--- config.mk ---
export PLATFORM = sky130hd
export DESIGN_NAME = bcd2_count_mux_flat
export DESIGN_NICKNAME = d
export VERILOG_FILES = /design/src/rtl/bcd2_count_mux_if.sv /design/src/rtl/bcd2_count_mux.sv /design/src/flat_wrapper.sv
export SDC_FILE = /design/constraint.sdc
export NUM_CORES = 1
export LEC_CHECK = 0
export BUFFER_PORTS_ARGS = -buffer_cell sky130_fd_sc_hd__buf_2
export CORE_ASPECT_RATIO = 2
export CORE_UTILIZATION = 59
export CTS_CLUSTER_DIAMETER = 100
export DETAILED_ROUTE_END_ITERATION = 7
export PLACE_DENSITY = 0.79
export SYNTH_ARGS = -nofsm -noshare
export SYNTH_HDL_FRONTEND = slang
export SYNTH_SLANG_ARGS = --single-unit
export TNS_END_PERCENT = 30
--- constraint.sdc ---
create_clock -name clk -period 2.5 [get_ports clk]
set_input_delay 0.75 -clock clk [delete_from_list [all_inputs] [get_ports clk]]
set_output_delay 0.75 -clock clk [all_outputs]
set_load 0.01 [all_outputs]
--- src/rtl/bcd2_count_mux_if.sv ---
//------------------------------------------------------------------------------
// Module      : bcd2_count_mux_if
// Description : Control/status bundle for the two-digit BCD counter with
//               multiplexed 7-segment display feed.
// Revision    : 1.0 - initial release
//------------------------------------------------------------------------------
`default_nettype none

interface bcd2_count_mux_if;
  logic       en;
  logic       up;
  logic       load;
  logic [7:0] load_val;
  logic [3:0] tens;
  logic [3:0] ones;
  logic       wrap;
  logic [3:0] digit_data;
  logic [1:0] digit_sel;

  // Controller side: drives count controls, observes digits and display feed
  modport master (
    output en, up, load, load_val,
    input  tens, ones, wrap, digit_data, digit_sel
  );

  // Counter side
  modport slave (
    input  en, up, load, load_val,
    output tens, ones, wrap, digit_data, digit_sel
  );
endinterface

`default_nettype wire

--- src/rtl/bcd2_count_mux.sv ---
//------------------------------------------------------------------------------
// Module      : bcd2_count_mux
// Description : Two-digit BCD up/down counter (00-99) with step prescaler,
//               parallel load, wrap pulse and a time-multiplexed digit feed
//               (one BCD digit + one-hot select) for a 7-segment decoder.
// Revision    : 1.0 - initial release
//------------------------------------------------------------------------------
`default_nettype none

module bcd2_count_mux #(
  parameter int TICK_DIV    = 50000000,
  parameter int REFRESH_DIV = 50000,
  parameter int BLANK_LZ    = 0
) (
  input  wire                     clk,
  input  wire                     rst,
  bcd2_count_mux_if.slave         bus
);

  // A divider of 1 still needs a 1-bit counter that simply stays at 0
  localparam int TICK_W = (TICK_DIV    > 1) ? $clog2(TICK_DIV)    : 1;
  localparam int REF_W  = (REFRESH_DIV > 1) ? $clog2(REFRESH_DIV) : 1;

  localparam logic [TICK_W-1:0] c_TICK_MAX = TICK_W'(TICK_DIV - 1);
  localparam logic [REF_W-1:0]  c_REF_MAX  = REF_W'(REFRESH_DIV - 1);

  typedef enum logic [0:0] {
    SLOT_ONES = 1'b0,
    SLOT_TENS = 1'b1
  } slot_t;

  logic [TICK_W-1:0] r_tick_cnt;
  logic [REF_W-1:0]  r_ref_cnt;
  logic [3:0]        r_tens;
  logic [3:0]        r_ones;
  logic              r_wrap;
  slot_t             r_slot;
  slot_t             w_slot_nxt;

  logic              w_step;
  logic              w_ref_done;
  logic [3:0]        w_tens_step;
  logic [3:0]        w_ones_step;
  logic              w_wrap_step;
  logic [3:0]        w_digit_data;
  logic [1:0]        w_digit_sel;

  // Load nibbles above 9 saturate so the digits can never leave 0-9
  function automatic logic [3:0] f_clamp(input logic [3:0] v);
    return (v > 4'd9) ? 4'd9 : v;
  endfunction

  assign w_step     = bus.en && (r_tick_cnt == c_TICK_MAX);
  assign w_ref_done = (r_ref_cnt == c_REF_MAX);

  // Next digit values for one count step in the sampled direction
  always_comb begin
    w_tens_step = r_tens;
    w_ones_step = r_ones;
    w_wrap_step = 1'b0;
    if (bus.up) begin
      if (r_ones >= 4'd9) begin
        w_ones_step = 4'd0;
        if (r_tens >= 4'd9) begin
          w_tens_step = 4'd0;
          w_wrap_step = 1'b1;
        end else begin
          w_tens_step = r_tens + 4'd1;
        end
      end else begin
        w_ones_step = r_ones + 4'd1;
      end
    end else begin
      if (r_ones == 4'd0) begin
        w_ones_step = 4'd9;
        if (r_tens == 4'd0) begin
          w_tens_step = 4'd9;
          w_wrap_step = 1'b1;
        end else begin
          w_tens_step = r_tens - 4'd1;
        end
      end else begin
        w_ones_step = r_ones - 4'd1;
      end
    end
  end

  // Step prescaler and digit registers; load beats a coincident step
  always_ff @(posedge clk) begin
    if (rst) begin
      r_tick_cnt <= '0;
      r_tens     <= 4'd0;
      r_ones     <= 4'd0;
      r_wrap     <= 1'b0;
    end else if (bus.load) begin
      r_tick_cnt <= '0;
      r_tens     <= f_clamp(bus.load_val[7:4]);
      r_ones     <= f_clamp(bus.load_val[3:0]);
      r_wrap     <= 1'b0;
    end else if (bus.en) begin
      if (w_step) begin
        r_tick_cnt <= '0;
        r_tens     <= w_tens_step;
        r_ones     <= w_ones_step;
        r_wrap     <= w_wrap_step;
      end else begin
        r_tick_cnt <= r_tick_cnt + TICK_W'(1);
        r_wrap     <= 1'b0;
      end
    end else begin
      r_wrap <= 1'b0;
    end
  end

  // Free-running refresh prescaler; unaffected by enable or load
  always_ff @(posedge clk) begin
    if (rst) begin
      r_ref_cnt <= '0;
    end else if (w_ref_done) begin
      r_ref_cnt <= '0;
    end else begin
      r_ref_cnt <= r_ref_cnt + REF_W'(1);
    end
  end

  // Scan slot state register
  always_ff @(posedge clk) begin
    if (rst) begin
      r_slot <= SLOT_ONES;
    end else begin
      r_slot <= w_slot_nxt;
    end
  end

  // Scan slot toggles at the end of each refresh period
  always_comb begin
    w_slot_nxt = r_slot;
    if (w_ref_done) begin
      w_slot_nxt = (r_slot == SLOT_ONES) ? SLOT_TENS : SLOT_ONES;
    end
  end

  // Display feed is purely combinational from registered state
  always_comb begin
    w_digit_data = r_ones;
    w_digit_sel  = 2'b01;
    if (r_slot == SLOT_TENS) begin
      if ((BLANK_LZ != 0) && (r_tens == 4'd0)) begin
        w_digit_data = 4'd0;
        w_digit_sel  = 2'b00;
      end else begin
        w_digit_data = r_tens;
        w_digit_sel  = 2'b10;
      end
    end
  end

  assign bus.tens       = r_tens;
  assign bus.ones       = r_ones;
  assign bus.wrap       = r_wrap;
  assign bus.digit_data = w_digit_data;
  assign bus.digit_sel  = w_digit_sel;

endmodule

`default_nettype wire

--- src/flat_wrapper.sv ---
// flat-port wrapper written by rule: the top's interface ports become plain ports
module bcd2_count_mux_flat 
#(
  parameter int TICK_DIV    = 50000000,
  parameter int REFRESH_DIV = 50000,
  parameter int BLANK_LZ    = 0
)
  (clk, rst, bus_en, bus_up, bus_load, bus_load_val, bus_tens, bus_ones, bus_wrap, bus_digit_data, bus_digit_sel);
  bcd2_count_mux_if bus_i ();
  input  wire clk;
  input  wire rst;
  input wire logic [$bits(bus_i.en)-1:0] bus_en;
  input wire logic [$bits(bus_i.up)-1:0] bus_up;
  input wire logic [$bits(bus_i.load)-1:0] bus_load;
  input wire logic [$bits(bus_i.load_val)-1:0] bus_load_val;
  output wire logic [$bits(bus_i.tens)-1:0] bus_tens;
  output wire logic [$bits(bus_i.ones)-1:0] bus_ones;
  output wire logic [$bits(bus_i.wrap)-1:0] bus_wrap;
  output wire logic [$bits(bus_i.digit_data)-1:0] bus_digit_data;
  output wire logic [$bits(bus_i.digit_sel)-1:0] bus_digit_sel;
  assign bus_i.en = bus_en;
  assign bus_i.up = bus_up;
  assign bus_i.load = bus_load;
  assign bus_i.load_val = bus_load_val;
  assign bus_tens = bus_i.tens;
  assign bus_ones = bus_i.ones;
  assign bus_wrap = bus_i.wrap;
  assign bus_digit_data = bus_i.digit_data;
  assign bus_digit_sel = bus_i.digit_sel;
  bcd2_count_mux #(.TICK_DIV(TICK_DIV), .REFRESH_DIV(REFRESH_DIV), .BLANK_LZ(BLANK_LZ)) u_core (.clk(clk), .rst(rst), .bus(bus_i));
endmodule
==> results.md <==
- Worst IR Drop VDD: 0.000435 V
- Max-slew violations: 0
- Final std cells w/o fill: ~430
- Layout cells sized above 1: between 10 and 15%
- Synth top cells by count: nor2_1, dfxtp_1, nand2_1
- TritonCTS Sinks: between 50 and 60
- Number of port buffers: 27
- PD cells: between 400 and 500 nW/um2
- Crit path capture type: register
- Required @ worst endpoint: 2.74 ns
- Setup_tns: 0 ns
- R2r worst-path depth: 7
- NumNets Final: 392
- Largest area contributor in the netlist: dfxtp_1
- Post-DP HPWL: 4790 um
- Critical path arrival: 2.45 ns
- Post-synth EDFFs: 0
- Reg-to-reg startpoint: u_core.bus.ones[1]
- Tightest Pin Transition: 0.593 ns
- Setup Skew: 0.00522 ns
- Clk_lat worst skew: 0.31 ns
- Type of origin of the critical path: register
- Hold Crit Class: register to register
- Period utilization: 88.6%
- Number of core rows: 35
- CTS buffer count: 5
- Largest net degree at the start of global routing: 25
- Post-route antenna net violation count: 0
- Area contributors post-synth: dfxtp_1, nor2_1, xnor2_1, xor2_1, ha_1
- DRC viols: 0
- Vias/cell: 6.00
- Unrepaired setup endpoints after global routing: false
- Synth Instances: 347
- GRT overflow: 0
- Max FO, Critical Path: 6
- Chip Width: 51.7 um
- Dpl cells: approximately 420
- Post-Route WL: 6560 um
- Relative slew slack: 59.9%
- First-pass DRT Iterations: 4
- H-tree Lvls: 2
- GRT Util Overall: between 20% and 30%
- MaxCap Viol Count: 0
- Syn Area/Cell: 8.41 um2
- Worst setup path endpoint: u_core.bus.tens[0]
- Final Setup Violations: 0
- Design area: 3150 um2
- Synth Register Bits: 52
- Post-synthesis cell type count: 62
- Initial antenna violation count: 0
- Sequential fraction of the synthesis area: 35.7%
- Mapped cell area: 2920 um2
- Synth async-reset ratio: 0%
- Mapped Nets: 370
- Final Hold Fails: 0
- Reg2reg end: u_core.bus.tens[0]
- Io pins: 28
- P_leak: 1.13 nW
- Layout area overhead: 7.98%
- Die area: between 5000 and 6000 um2
- Core area: 4690 um2
- Avg WL per Cell: ~15 um
- Status: finished, final reports clean
- Min Clock Period, post-route: 2.21 ns
- Initial DRC count: 39
- Synth top area share: 35.7%
- Setup Buffers After CTS: 0
- Top FF cell, synth: dfxtp_1
- Crit Path Category: register to register
- Detailed-route via count: about 2600
- Dpl cell area: 3060 um2
- Final core utilization: 67.2%
- Most frequent cell after synthesis: nor2_1
- Vias in the first global route: around 2500
- Deepest clock path buffer count: 2
- Antenna diodes: 0
- Post_cts resized: 0
- Die Y: between 100 and 150 um
- Hold-fix buffers at CTS: 0
- Crit path from: u_core.bus.ones[1]
- Initial Util: 62.3%
- Syn. warnings: 0
- First-pass GRT wire length: 10400 um
- CTS clk-pin slew, worst paths: 0.10 ns
- Flop-to-flop setup slack: 0.29 ns
- Root buffer cell: clkbuf_8
- GPL Wtd Cong: 0.902
- CTS tree: yes
- Achievable Freq: 0.452 GHz
-- layout make-up --
cell class	count	area [um2]
Multi-Input combinational cell	267	1760
Fill cell	402	1540
Sequential cell	52	1040
Timing Repair Buffer	28	143
Clock buffer	6	72.6
Tap cell	55	68.8
Inverter	15	56.3
Clock inverter	2	13.8
-- placed cells by master, fill, tap and decap left out, types with 9 or more instances in the layout --
master | Yosys | layout
o21ai_0 | 13 | 13
nor3_1 | 9 | 9
xor2_1 | 15 | 15
inv_1 | 15 | 15
dfxtp_1 | 52 | 52
nand2_1 | 26 | 26
nand3_1 | 17 | 17
nor2_1 | 56 | 56
buf_2 | 3 | 27
ha_1 | 10 | 10
xnor2_1 | 23 | 23
-- power breakdown --
group          switching (mW)  internal (mW)
clock network           0.294          0.201
logic                   0.107         0.0777
registers              0.0287          0.842
total                   0.429           1.12
-- worst min path at each step --
stage	depth (start not counted)	slack (ns)	to	from
after floorplan	1	0.43	u_core.r_ref_cnt[0]	u_core.r_ref_cnt[0]
after global placement	1	0.45	u_core.r_ref_cnt[0]	u_core.r_ref_cnt[0]
after detailed placement	1	0.46	u_core.r_ref_cnt[0]	u_core.r_ref_cnt[0]
after CTS	1	0.48	u_core.r_ref_cnt[0]	u_core.r_ref_cnt[0]
after global routing	1	0.53	u_core.r_ref_cnt[0]	u_core.r_ref_cnt[0]
final	1	0.48	u_core.r_ref_cnt[0]	u_core.r_ref_cnt[0]
-- flip-flops by register name (all words and copies together) (netlist names) --
signal	flops
u_core.r_tick_cnt	26
u_core.r_ref_cnt	16
u_core.bus.ones	4
u_core.bus.tens	4
u_core.bus.wrap	1
u_core.r_slot	1
-- worst max-delay path, cell delays in order (launching register included) --
cell and delay [ns]:
dfxtp_1 0.48, inv_1 0.15, ha_1 0.21, or3b_4 0.40, and3_4 0.20, o2111a_2 0.31, nor2_4 0.16, mux2i_1 0.23
-- metal layers --
layer  share of wire (%)  global-route usage, %  routed length [um]  up-vias
li1                    -                      -                   -     1253
met2                  55                   49.8                3630       57
met4                 3.4                   15.8                 222        0
met1                  39                   25.1                2540     1222
met3                 2.5                   3.60                 167       20
met5                   0                      0                   0        -
-- cells by family after synthesis --
group / share of synthesized area [%]
simple gates: 31.9
flops: 35.7
compound gates: 10.8
xor+xnor: 11.4
buf+inv: 4.16
fa+ha+maj: 4.29
mux: 1.72
-- stage by stage --
stage	setup WS [ns]	hold WS, ns	power, mW
after detailed placement	0.300	0.455	1.07
after floorplan	0.531	0.430	1.01
after global placement	0.375	0.446	1.07
final	0.285	0.475	1.55
after CTS	0.315	0.478	1.55
after global routing	0.224	0.527	1.60
No activity file was read; power rests on OpenSTA's default activity.
